--- src/rtl/keypad_cmd_ctrl.sv ---
// Keypad press sequencer: debounces press/release, qualifies each press against game state, emits one command.
// Latency: command valid DEBOUNCE_CYCLES after press edge (PWR_OFF: LONGPRESS_CYCLES); dropped pulse at same point.
// Backpressure: command held stable in ISSUE until cmd_ready; no new press is accepted until release is debounced.
//
// Ports:
//   clk, rst        - clock and synchronous active-high reset
//   keypad_pressed  - high while any key is down; key is the 5-bit code of that key
//   presente        - current game state (0 OFF, 1 WLCM, 2 CH, 3 GAME, 4 WL, 5 PA)
//   cmd_valid/cmd_code/cmd_ready - command handshake (1 PWR_ON, 2 PWR_OFF, 3 START, 4 YES, 5 NO)
//   cmd_dropped     - one-cycle pulse for a valid key not allowed in the current state
//   busy            - controller is not idle
module keypad_cmd_ctrl #(
  parameter int unsigned DEBOUNCE_CYCLES  = 540000,
  parameter int unsigned LONGPRESS_CYCLES = 27000000
) (
  input  logic       clk,
  input  logic       rst,
  input  logic       keypad_pressed,
  input  logic [4:0] key,
  input  logic [2:0] presente,
  output logic       cmd_valid,
  output logic [2:0] cmd_code,
  input  logic       cmd_ready,
  output logic       cmd_dropped,
  output logic       busy
);

  typedef enum logic [2:0] {IDLE, DEB, LONG, ISSUE, HELD} state_t;

  localparam logic [27:0] DEB_LAST  = 28'(DEBOUNCE_CYCLES - 1);
  localparam logic [27:0] LONG_LAST = 28'(LONGPRESS_CYCLES - 1);

  localparam logic [4:0] KEY_PWRB = 5'd10;
  localparam logic [4:0] KEY_STB  = 5'd13;
  localparam logic [4:0] KEY_NO   = 5'd14;
  localparam logic [4:0] KEY_YES  = 5'd15;

  localparam logic [2:0] ST_OFF  = 3'd0;
  localparam logic [2:0] ST_WLCM = 3'd1;
  localparam logic [2:0] ST_CH   = 3'd2;
  localparam logic [2:0] ST_PA   = 3'd5;

  localparam logic [2:0] CMD_PWR_ON  = 3'd1;
  localparam logic [2:0] CMD_PWR_OFF = 3'd2;
  localparam logic [2:0] CMD_START   = 3'd3;
  localparam logic [2:0] CMD_YES     = 3'd4;
  localparam logic [2:0] CMD_NO      = 3'd5;

  state_t      state_q;
  logic [27:0] cnt_q;
  logic [27:0] cnt_d;
  logic [4:0]  key_q;
  logic        cmd_valid_q;
  logic [2:0]  cmd_code_q;
  logic        cmd_dropped_q;

  // Saturating increment: the counter parks at LONGPRESS_CYCLES-1 instead of wrapping.
  always_comb begin
    cnt_d = cnt_q;
    if (cnt_q != LONG_LAST) begin
      cnt_d = cnt_q + 28'd1;
    end
  end

  always_ff @(posedge clk) begin
    if (rst) begin
      state_q       <= IDLE;
      cnt_q         <= '0;
      key_q         <= '0;
      cmd_valid_q   <= 1'b0;
      cmd_code_q    <= '0;
      cmd_dropped_q <= 1'b0;
    end else begin
      cmd_dropped_q <= 1'b0;
      unique case (state_q)
        IDLE: begin
          if (keypad_pressed) begin
            key_q   <= key;
            cnt_q   <= '0;
            state_q <= DEB;
          end
        end

        DEB: begin
          if (!keypad_pressed || key != key_q) begin
            state_q <= IDLE;                  // glitch, discard silently
          end else begin
            cnt_q <= cnt_d;
            if (cnt_q == DEB_LAST) begin
              // Default outcome is a silent move to HELD; issue/drop cases override it.
              state_q <= HELD;
              cnt_q   <= '0;
              case (key_q)
                KEY_PWRB: begin
                  if (presente == ST_OFF) begin
                    state_q     <= ISSUE;
                    cmd_valid_q <= 1'b1;
                    cmd_code_q  <= CMD_PWR_ON;
                  end else begin
                    state_q <= LONG;          // keep counting toward the long hold
                    cnt_q   <= cnt_d;
                  end
                end
                KEY_STB: begin
                  if (presente == ST_WLCM || presente == ST_CH) begin
                    state_q     <= ISSUE;
                    cmd_valid_q <= 1'b1;
                    cmd_code_q  <= CMD_START;
                  end else begin
                    cmd_dropped_q <= 1'b1;
                  end
                end
                KEY_YES, KEY_NO: begin
                  if (presente == ST_PA) begin
                    state_q     <= ISSUE;
                    cmd_valid_q <= 1'b1;
                    cmd_code_q  <= (key_q == KEY_YES) ? CMD_YES : CMD_NO;
                  end else begin
                    cmd_dropped_q <= 1'b1;
                  end
                end
                default: ;                    // unknown code: HELD, no output
              endcase
            end
          end
        end

        LONG: begin
          if (!keypad_pressed || key != key_q) begin
            state_q <= HELD;                  // short PWRB tap in a game: ignored
            cnt_q   <= '0;
          end else begin
            cnt_q <= cnt_d;
            if (cnt_q == LONG_LAST) begin
              state_q     <= ISSUE;
              cmd_valid_q <= 1'b1;
              cmd_code_q  <= CMD_PWR_OFF;
            end
          end
        end

        ISSUE: begin
          if (cmd_ready) begin
            cmd_valid_q <= 1'b0;
            cmd_code_q  <= '0;
            state_q     <= HELD;
            cnt_q       <= '0;
          end
        end

        HELD: begin
          // Require DEBOUNCE_CYCLES consecutive released samples before re-arming.
          if (keypad_pressed) begin
            cnt_q <= '0;
          end else if (cnt_q == DEB_LAST) begin
            state_q <= IDLE;
          end else begin
            cnt_q <= cnt_d;
          end
        end

        default: begin
          state_q <= IDLE;
        end
      endcase
    end
  end

  assign cmd_valid   = cmd_valid_q;
  assign cmd_code    = cmd_code_q;
  assign cmd_dropped = cmd_dropped_q;
  assign busy        = (state_q != IDLE);

endmodule

--- config.mk ---
export PLATFORM = sky130hd
export DESIGN_NAME = keypad_cmd_ctrl
export DESIGN_NICKNAME = d
export VERILOG_FILES = /design/src/rtl/keypad_cmd_ctrl.sv
export SDC_FILE = /design/constraint.sdc
export NUM_CORES = 1
export LEC_CHECK = 0
export CORE_MARGIN = 4
export CORE_UTILIZATION = 40
export DETAILED_ROUTE_END_ITERATION = 10
export MAX_ROUTING_LAYER = met4
export SYNTH_ARGS = -nofsm -noshare
export SYNTH_HDL_FRONTEND = slang
export SYNTH_SLANG_ARGS = --single-unit
--- constraint.sdc ---
create_clock -name clk -period 3.5 [get_ports clk]
set_clock_uncertainty 0.2 [all_clocks]
set_input_delay 0.7 -clock clk [delete_from_list [all_inputs] [get_ports clk]]
set_output_delay 0.7 -clock clk [all_outputs]
set_load 0.02 [all_outputs]
-- After elaboration in Yosys (flattened, before gate mapping)
Cells that the tools add are included.
- register bits after elaboration: 41
- word-level logic and storage cells: 101
- input port bits: 12
- output and inout bits: 6
- muxes and demuxes: 48
- bitwise logic cells: 2
- equality and inequality tests: 30
- add/sub/neg operators: 1
- reductions and logical operators: 14
- operators with widths (kind ; number):
    $mux W28 ; 10
    $pmux W28 S5 ; 1
    $mux W3 ; 18
    $add A28 B1 Y28 const B ; 1
    $eq A28 B20 Y1 const B ; 1
    $eq A28 B25 Y1 const B ; 1
    $ne A28 B25 Y1 const B ; 1
    $pmux W3 S3 ; 3
    $eq A5 B4 Y1 const B ; 4
    $ne A3 B3 Y1 const B ; 6
    $ne A2 B2 Y1 const B ; 8
    $pmux W3 S5 ; 1
    $mux W1 ; 12
    $reduce_and A10 Y1 ; 1
    $eq A3 B2 Y1 const B ; 3
    $eq A3 B1 Y1 const B ; 2
    $eq A3 B3 Y1 const B ; 2
    $logic_not A3 Y1 ; 2
    $pmux W1 S3 ; 2
    $reduce_and A6 Y1 ; 1
    $reduce_bool A3 Y1 ; 2
    $ne A5 B5 Y1 ; 1
    $reduce_and A5 Y1 ; 1
    $reduce_bool A5 Y1 ; 1
    other kinds (8) ; 10

-- Depth between registers and ports, before layout
Gate-level depths: netlist of run 1.
- depth after elaboration: 7
- gate-level depth with buffers: 10
- mapped depth without buffers: 7

-- Worst setup path before layout of run 1
OpenSTA, ideal clock, no wires.
- path kind: in2reg
- from: input port keypad_pressed
- to: register cnt_q[6]
- stages: 9
- arrival: 2.257 ns
- required time: 3.237 ns
- slack: 0.980 ns
- library setup time: 0.063 ns
- buffers on the path: 3
- cell sequence: clkbuf_2 > inv_1 > nor2_1 > a32oi_1 > o31ai_1 > clkbuf_8 > clkbuf_1 > o211ai_1 > nand3_1
- longest elaborated chain between the ends: 4
- elaborated cells on any way between the ends: 9
- those cells by class: eq/ne: 3; mux: 3; reduce/logical: 3
- RTL lines (element ; line ; text):
    start: declaration ; 18 ; input logic keypad_pressed,
    $logic_not A1 Y1 ; 85, 129 ;
    $logic_or A1 B1 Y1 ; 85, 129 ;
    $mux W28 or $ne A2 B2 Y1 (tied branches) ; n/a ;
    $pmux W28 S5 or $reduce_and A5 Y1 (tied branches) ; n/a ;
    end signal: assignment ; 88 ; cnt_q <= cnt_d;
    end signal: assignment ; 101 ; cnt_q <= cnt_d;
    end signal: assignment ; 133 ; cnt_q <= cnt_d;
    end: declaration ; 50 ; logic [27:0] cnt_q;
Parallel ways exist; a longest one is shown, timed or not.
A chain may end at the register's enable or synchronous reset.

-- Final worst setup path of run 1
- from: input port presente[1]
- to: register cmd_code_q[2] (netlist: cmd_code[2])
- longest elaborated chain between the ends: 4
- elaborated cells on any way between the ends: 9
- those cells by class: eq/ne: 6; reduce/logical: 3
- RTL lines (element ; line ; text):
    start: declaration ; 20 ; input logic [2:0] presente,
    $eq A3 B1 Y1 or $eq A3 B2 Y1 (tied branches) ; 105 ; if (presente == ST_WLCM || presente == ST_CH) begin
    $logic_or A1 B1 Y1 ; 105 ;
    $ne A3 B3 Y1 (no line) ; n/a ;
    $reduce_and A10 Y1 (no line) (*) ; n/a ;
    end signal: assignment ; 117 ; cmd_code_q <= (key_q == KEY_YES) ? CMD_YES : CMD_NO;
    end: declaration ; 54 ; logic [2:0] cmd_code_q;
Mark *: on every way between the ends. The rest lies on a longest branch, timed or not.

==> results of run 1 <==
worst max-delay path, stage by stage:
cell	delay [ns]
clkdlybuf4s50_1	0.46
nand3b_1	0.23
a2111oi_0	0.44
a31oi_1	0.19
o31a_1	0.33
or4_1	0.48
a21oi_1	0.16
synthesized netlist by cell type, drive strengths merged, types with 2 or more instances:
master | count | area [sq um]
and2 | 2 | 12.5
nand2b | 4 | 25.0
buf | 11 | 85.1
clkbuf | 11 | 62.6
a221oi | 2 | 17.5
or3b | 2 | 17.5
nor2b | 5 | 31.3
or2 | 3 | 21.3
a21oi | 17 | 96.4
or4 | 3 | 26.3
nand3b | 2 | 15.0
o21bai | 2 | 15.0
nor3b | 2 | 15.0
o311ai | 5 | 43.8
nor4 | 15 | 115
inv | 5 | 18.8
nand3 | 37 | 185
a211oi | 2 | 15.0
nor3 | 11 | 55.1
mux2i | 6 | 60.1
a2111oi | 3 | 26.3
xnor2 | 14 | 123
o211ai | 6 | 50.1
a22oi | 3 | 22.5
a221o | 2 | 20.0
nand2 | 26 | 100
and3 | 8 | 51.3
o21ai | 10 | 50.1
or3 | 4 | 25.0
and4b | 3 | 30.0
a31oi | 5 | 31.3
o31ai | 6 | 45.0
dfxtp | 41 | 821
nor2 | 39 | 156
nand4 | 12 | 87.6
and4 | 4 | 37.5
cell usage in the layout, fill, tap and decap left out, types with 10 or more instances in the layout:
master           count
a21oi_1             16
clkdlybuf4s50_1     17
dfxtp_1             41
nand2_1             25
nand3_1             37
nand4_1             10
nor2_1              35
nor3_1              11
nor4_1              13
o21ai_0             10
xnor2_1             14
per-layer routing:
metal,track usage (%),vias up,wire [microns]
met5,-,-,0
met4,6.03,0,97
met3,2.90,8,204
met2,29.3,41,3430
met1,22.5,1304,3400
li1,-,1344,-
path summary, 6_finish.rpt:
kind / slack (ns) / cells after the start / start / to
worst max-delay path: 0.53 / 7 / presente[1] / cmd_code[2]
worst min-delay path: 0.28 / 2 / cmd_code[0] / cmd_code[0]
worst max register to register: 0.63 / 7 / cnt_q[0] / cnt_q[27]
worst min register to register: 0.28 / 2 / cmd_code[0] / cmd_code[0]
metrics by stage:
stage	setup WS, ns	cell area (sq um)	cells	util (%)
after global routing	0.362	3100	457	45.7
after detailed placement	0.300	3000	449	44.2
final	0.534	3100	457	45.7
after global placement	0.329	3000	449	44.2
after CTS	0.600	3100	457	45.7
after floorplan	0.980	2780	350	-
registers in the layout, indices dropped and copies added (netlist names):
signal	count
key_q	5
cmd_dropped	1
cmd_code	3
cmd_valid	1
state_q	3
cnt_q	28
final cells by class:
class                           instances  area share [%]
Multi-Input combinational cell        282            58.4
Sequential cell                        41            26.5
Timing Repair Buffer                   25            7.42
Tap cell                               96            3.87
Clock buffer                            7            3.11
Inverter                                5           0.605
Clock inverter                          1           0.161
power breakdown:
part	switching, mW	total [mW]	internal [mW]	leakage, nW
logic	0.0793	0.137	0.0577	0.588
registers	0.0190	0.494	0.475	0.331
clock network	0.172	0.351	0.178	0.0542
total	0.270	0.981	0.711	0.973
logic make-up after synthesis:
family	count (synthesis)	share of synthesized area, %
multiplexers	6	2.16
AO/OA/AOI/OAI	73	18.7
flip-flops	41	29.5
buffers and inverters	27	5.98
AND/OR/NAND/NOR	187	38.6
XOR/XNOR	15	4.72
adder cells (fa/ha/maj)	1	0.449
==> results.sh, run 1 <==
export IMPL_fp_dieW_microns=91.4
export IMPL_synth_nets=363
export IMPL_grt_pass1_vias=2491
export IMPL_n_antenna_cell=0
export IMPL_cts_buffers=5
export IMPL_syn_avg_cell_area_sq_um=7.95
export IMPL_syn_area_sq_um=2780
export IMPL_cts_resized=0
export IMPL_setup_worst_path_start_class="primary input"
export IMPL_finalSetupTns_ns=0
export IMPL_critPathRequiredTime_ns=3.52
export IMPL_synthCells=350
export IMPL_cts_tree="yes"
export IMPL_critPathArrivalTime_ns=2.99
export IMPL_cts_buffer_depth=2
export IMPL_routedWlPerCell_microns=15.6
export IMPL_antenna_found_initial=0
export IMPL_synth_seq_cells=41
export IMPL_drc=0
export IMPL_viasPerCell=5.90
export IMPL_rsz0062_at_grt="false"
export IMPL_yosys_most_used_dff="dfxtp_1"
export IMPL_syn_to_final_growth_pct=11.4
export IMPL_rows=30
export IMPL_grt_pass1_wl_mm=12.1
export IMPL_routed_wl_mm=7.13
export IMPL_hold_slack_ns=0.282
export IMPL_synth_edff_count=0
export IMPL_worst_pin_slew_ns=0.578
export IMPL_clock_latency_ns=0.30
export IMPL_max_freq_ghz=0.337
export IMPL_p_leak_nw=0.973
export IMPL_start_util_pct=41.0
export IMPL_fin_crit_sh_pct=84.8
export IMPL_critical_path_max_fanout=5
export IMPL_post_cts_buffers=0
export IMPL_port_buffers=17
export IMPL_power_uw=981
export IMPL_endpoint_kind="flip-flop"
export IMPL_fill_cells=703
export IMPL_grt_ovfl_total=0
export IMPL_cts_root_buf="clkbuf_8"
export IMPL_multi_input_comb_area_sq_um=1810
export IMPL_synth_cell_types=69
export IMPL_hpwl_mm=5.36
export IMPL_final_antenna_net_count=0
export IMPL_relSlewSlack_pct=61.0
export IMPL_drt_iter0_markers=131
export IMPL_min_path_type="reg -> reg"
export IMPL_drive_gt1_share_pct=11.1
export IMPL_io_pins=18
export IMPL_dr_pass1_iters=4
export IMPL_yosys_warnings=0
export IMPL_htree_levels=2
export IMPL_finalWeightedCongestion=0.903
export IMPL_p_per_area_nw_per_um2=316
export IMPL_setup_viol=0
export IMPL_drv_slew=0
export IMPL_ys_seq_area_share_pct=29.5
export IMPL_hold_viol=0
export IMPL_ctsHoldBuffers=0
export IMPL_core_area_sq_um=6790
export IMPL_period_needed_ns=2.97
export IMPL_die_y_microns=91.4
export IMPL_critical_path_class="in -> reg"
export IMPL_postSynth_asyncResetShare_pct=0
export IMPL_clkSinkCount=41
export IMPL_grt_max_degree=20
export IMPL_clk_pin_slew_worst_paths_ns=0.07
export IMPL_gr_usage_all_layers_pct=18.0
export IMPL_cap_viol_max_count=0
export IMPL_final_nets=373
export IMPL_die_area_sq_um=8360
export IMPL_num_vias=2697
export IMPL_seq_area_sq_um=821
export IMPL_irDropWorstVdd_mv=0.183
export IMPL_status="complete, no violations"
No activity file was read; power rests on OpenSTA's default activity.
==> inputs of run 2 (changes only) <==
- clock period: 3.5 -> 2.9 ns (I/O delays scaled with it)
==> results.sh, run 2 (synthesized netlist as in run 1, its figures left out) <==
export IMPL_setup_ws_ns=0.203
export IMPL_dpl_cell_area_sq_um=3210
export IMPL_hold_viol=0
export IMPL_start_util_pct=41.0
export IMPL_finalWeightedCongestion=0.974
export IMPL_final_common_cell="dfxtp_1"
export IMPL_top_regs="cnt_q x28, key_q x5"
export IMPL_cp_top_family="compound AO/OA/AOI/OAI gates"
export IMPL_final_cell_mix="41 x dfxtp_1, 37 x nand3_1, 35 x nor2_1, 35 x buf_4, 25 x nand2_1"
export IMPL_critical_path_max_fanout=4
export IMPL_critPathRequiredTime_ns=2.91
export IMPL_rows=30
export IMPL_status="complete, no violations"
export IMPL_endpoint_kind="flip-flop"
export IMPL_power_mw=1.37
export IMPL_n_antenna_cell=0
export IMPL_antenna_found_initial=0
export IMPL_slowest_stage="clkdlybuf4s50_1"
export IMPL_cts_buffer_depth=2
export IMPL_critical_path_class="in -> reg"
export IMPL_grt_pass1_vias=2516
export IMPL_hpwl_mm=5.58
export IMPL_cts_root_buf="clkbuf_8"
export IMPL_drv_slew=0
export IMPL_grt_max_degree=17
export IMPL_drt_iter0_markers=225
export IMPL_port_buffers=17
export IMPL_cts_buffers=5
export IMPL_gr_usage_all_layers_pct=18.5
export IMPL_setup_worst_path_start_class="primary input"
export IMPL_fin_crit_sh_pct=93.0
export IMPL_drive_gt1_share_pct=17.7
export IMPL_final_nets=402
export IMPL_die_y_microns=91.4
export IMPL_regMostFlops="cnt_q"
export IMPL_setup_viol=0
export IMPL_core_area_sq_um=6790
export IMPL_seq_area_sq_um=821
export IMPL_fill_cells=655
export IMPL_period_needed_ns=2.70
export IMPL_viasPerCell=5.79
export IMPL_routed_wl_mm=7.30
export IMPL_min_path_type="reg -> reg"
export IMPL_clk_pin_slew_worst_paths_ns=0.09
export IMPL_critPathArrivalTime_ns=2.71
export IMPL_clock_latency_ns=0.30
export IMPL_largest_reg_flops=28
export IMPL_critPathBufInv=2
export IMPL_rsz0062_at_grt="false"
export IMPL_irDropWorstVdd_mv=0.149
export IMPL_syn_to_final_growth_pct=21.4
export IMPL_dp_slack_ns=-0.183
export IMPL_cap_viol_max_count=0
export IMPL_fp_dieW_microns=91.4
export IMPL_multi_input_comb_area_sq_um=1810
export IMPL_drc=0
export IMPL_worst_pin_slew_ns=0.639
export IMPL_num_vias=2812
export IMPL_grt_pass1_wl_mm=12.4
export IMPL_design_area_sq_um=3380
export IMPL_dr_pass1_iters=4
export IMPL_cts_tree="yes"
export IMPL_p_leak_nw=1.14
export IMPL_cpPeakStageDelay_ns=0.53
export IMPL_io_pins=18
export IMPL_max_freq_ghz=0.371
export IMPL_clkSinkCount=41
export IMPL_crit_path_cell_trace="clkdlybuf4s50_1, nand3b_1, a2111oi_0, a31oi_1, buf_4, o31ai_1, a21oi_1, a311oi_1"
export IMPL_p_per_area_nw_per_um2=406
export IMPL_htree_levels=2
export IMPL_final_antenna_net_count=0
export IMPL_die_area_sq_um=8360
export IMPL_grt_ovfl_total=0
export IMPL_routedWlPerCell_microns=15.0
export IMPL_ctsHoldBuffers=0
export IMPL_relSlewSlack_pct=56.9
## run 2: changes by cell type in the layout (fill, tap and decap cells not counted)
cell       before  now
buf_4           8   35
clkinv_2        1    0
buf_12          0    2
inv_6           0    1
bufinv_16       0    2
clkbuf_8        7    5
## run 2: worst paths after layout
check                                  from     endpoint  slack (ns)  depth (start not counted)
worst max-delay path            presente[0]    cmd_valid        0.20                          8
worst min-delay path            cmd_code[2]  cmd_code[2]        0.27                          2
worst max register to register     cnt_q[1]    cnt_q[18]        0.35                          8
worst min register to register  cmd_code[2]  cmd_code[2]        0.27                          2
## run 2: stage by stage
stage	utilization [%]	setup TNS (ns)	cells	hold WS (ns)
2_1_floorplan	-	0	350	0.260
4_1_cts	49.2	0	483	0.285
6_report	49.8	0	486	0.275
3_5_place_dp	47.2	-1.90	475	0.272
3_3_place_gp	47.2	-1.12	475	0.261
5_1_grt	49.8	0	486	0.311
## run 2: area by class of cell
type	count	area share (%)
clock inverters	3	2.04
well taps	96	3.55
inverters	5	0.555
multi-input cells	282	53.6
repair buffers	54	14.0
flip-flops and latches	41	24.3
clock buffers	5	2.04
## run 2: report_power, final
part	switching, mW	internal, mW	total [mW]
Clock	0.221	0.347	0.568
Sequential	0.0146	0.573	0.587
Combinational	0.113	0.104	0.217
Total	0.348	1.02	1.37
## run 2: per-layer routing
layer  track usage (%)  vias up  part of all wire [%]
met1              24.1     1333                    46
li1                  -     1406                     -
met4              5.65        0                   1.6
met3              2.90       10                   4.0
met2              29.4       63                    48
met5                 -        -                     0
## run 2: worst register-to-register path: stages (launching register included)
cell and delay, ns:
dfxtp_1 0.35, ha_1 0.29, and4b_1 0.25, nand4_2 0.17
o31ai_1 0.41, o31ai_4 0.14, buf_12 0.17, and2_1 0.17
a221o_1 0.29
## run 2: repair_timing
action | CTS | global route
setup buffers | 0 | 3
endpoints found under the setup margin | 0 | 3
resized for setup | 0 | 0
==> inputs of run 3 (changes only) <==
- CORE_ASPECT_RATIO: not set -> 0.5
- SKIP_CTS_REPAIR_TIMING: not set -> 1
==> results.sh, run 3 (synthesized netlist as in run 1, its figures left out) <==
export IMPL_syn_to_final_growth_pct=19.3
export IMPL_p_leak_nw=1.10
export IMPL_dr_pass1_iters=5
export IMPL_endpoint_kind="flip-flop"
export IMPL_port_buffers=17
export IMPL_min_path_type="reg -> reg"
export IMPL_start_util_pct=41.4
export IMPL_clkSinkCount=41
export IMPL_gr_usage_all_layers_pct=19.0
export IMPL_grt_pass1_wl_mm=12.6
export IMPL_hold_end="cmd_code[2]"
export IMPL_max_freq_ghz=0.368
export IMPL_hold_viol=0
export IMPL_r2r_cells=7
export IMPL_hold_depth=2
export IMPL_final_nets=395
export IMPL_fin_crit_sh_pct=93.8
export IMPL_rsz0062_at_grt="false"
export IMPL_final_cell_mix="41 x dfxtp_1, 37 x nand3_1, 35 x nor2_1"
export IMPL_antenna_found_initial=0
export IMPL_min_from="cmd_code[2]"
export IMPL_die_area_sq_um=8440
export IMPL_cts_tree="yes"
export IMPL_grt_pass1_vias=2636
export IMPL_setup_viol=0
export IMPL_drc=0
export IMPL_cts_buffer_depth=2
export IMPL_irDropWorstVdd_mv=0.228
export IMPL_fp_dieW_microns=126
export IMPL_hpwl_mm=5.69
export IMPL_finalWeightedCongestion=0.894
export IMPL_cts_buffers=5
export IMPL_final_antenna_net_count=0
export IMPL_critical_path_max_fanout=4
export IMPL_slowest_stage="a221oi_1"
export IMPL_status="complete, no violations"
export IMPL_routed_wl_mm=7.62
export IMPL_grt_ovfl_total=0
export IMPL_fin_util_pct=49.4
export IMPL_worst_pin_slew_ns=0.562
export IMPL_critPathRequiredTime_ns=2.86
export IMPL_design_area_sq_um=3320
export IMPL_routedWlPerCell_microns=16.1
export IMPL_largest_reg_flops=28
export IMPL_cap_viol_max_count=0
export IMPL_drt_iter0_markers=246
export IMPL_clk_pin_slew_worst_paths_ns=0.06
export IMPL_rr_startpoint="cnt_q[18]"
export IMPL_regMostFlops="cnt_q"
export IMPL_rows=21
export IMPL_viasPerCell=5.94
export IMPL_clock_latency_ns=0.28
export IMPL_dpl_cell_area_sq_um=3170
export IMPL_multi_input_comb_area_sq_um=1820
export IMPL_core_area_sq_um=6730
export IMPL_cp_top_family="compound AO/OA/AOI/OAI gates"
export IMPL_io_pins=18
export IMPL_drive_gt1_share_pct=16.0
export IMPL_final_common_cell="dfxtp_1"
export IMPL_n_antenna_cell=0
export IMPL_fill_cells=625
export IMPL_relSlewSlack_pct=62.4
export IMPL_critical_path_class="in -> reg"
export IMPL_setup_worst_path_start_class="primary input"
export IMPL_seq_area_sq_um=821
export IMPL_crit_path_cell_trace="clkdlybuf4s50_1, xor2_1, a221oi_1, o211ai_2, buf_4, nor3_1, mux2i_1, nor2_1"
export IMPL_r2r_end="cnt_q[7]"
export IMPL_top_regs="cnt_q x28, key_q x5"
export IMPL_p_per_area_nw_per_um2=402
export IMPL_drv_slew=0
export IMPL_critPathBufInv=2
export IMPL_num_vias=2816
export IMPL_die_y_microns=67.0
export IMPL_critPathArrivalTime_ns=2.68
export IMPL_cpPeakStageDelay_ns=0.45
export IMPL_grt_max_degree=30
export IMPL_period_needed_ns=2.72
export IMPL_reg2reg_slack_ns=0.23
export IMPL_cts_root_buf="clkbuf_16"
export IMPL_htree_levels=2
-- run 3: changes by cell type in the layout (fill, tap and decap cells not counted), sizes merged --
| cell | before | now |
|---|---|---|
| buf | 37 | 30 |
| bufinv | 2 | 0 |
| clkbuf | 5 | 7 |
| inv | 6 | 5 |
-- run 3: area by class of cell --
class	count	area share [%]
Multi-Input combinational cell	282	54.7
Tap cell	92	3.47
Sequential cell	41	24.7
Timing Repair Buffer	47	12.3
Clock buffer	7	4.30
Inverter	5	0.565
-- run 3: stage by stage --
stage / TNS, ns / setup WS, ns / hold WS, ns / instances / total power, mW
after detailed placement: -0.648 / -0.0723 / 0.269 / 467 / 0.796
after floorplan: 0 / 0.500 / 0.260 / 350 / 0.714
after global placement: -0.364 / -0.0482 / 0.262 / 467 / 0.793
after CTS: 0 / 0.204 / 0.276 / 474 / 1.35
final: 0 / 0.181 / 0.277 / 474 / 1.34
after global routing: 0 / 0.0218 / 0.307 / 474 / 1.39
-- run 3: worst reg2reg max path: stages (launching register included) --
cell,delay [ns]
dfxtp_1,0.37
and4bb_1,0.31
nand4_1,0.30
or4b_1,0.68
a21oi_4,0.35
buf_4,0.21
nand2_1,0.05
o311ai_0,0.09
-- run 3: how the worst max path moves through the flow --
stage / start / slack, ns / end / depth (start not counted)
after detailed placement: presente[2] / -0.07 / cnt_q[16] / 8
after floorplan: keypad_pressed / 0.50 / cnt_q[6] / 9
after global routing: key[1] / 0.02 / cnt_q[3] / 8
final: key[1] / 0.18 / cnt_q[1] / 8
after global placement: key[1] / -0.05 / cnt_q[1] / 8
after CTS: key[1] / 0.20 / cnt_q[19] / 7
-- run 3: metal layers --
layer	vias up	GRT usage [%]	wire (microns)
met5	-	-	0
met1	1294	22.9	3700
met4	0	6.95	218
met3	24	3.60	415
met2	105	32.2	3290
li1	1393	-	-
-- run 3: report_power, final --
part	internal [mW]	leakage (nW)	switching (mW)
registers	0.574	0.331	0.0161
clock network	0.338	0.0700	0.209
logic	0.0895	0.703	0.109
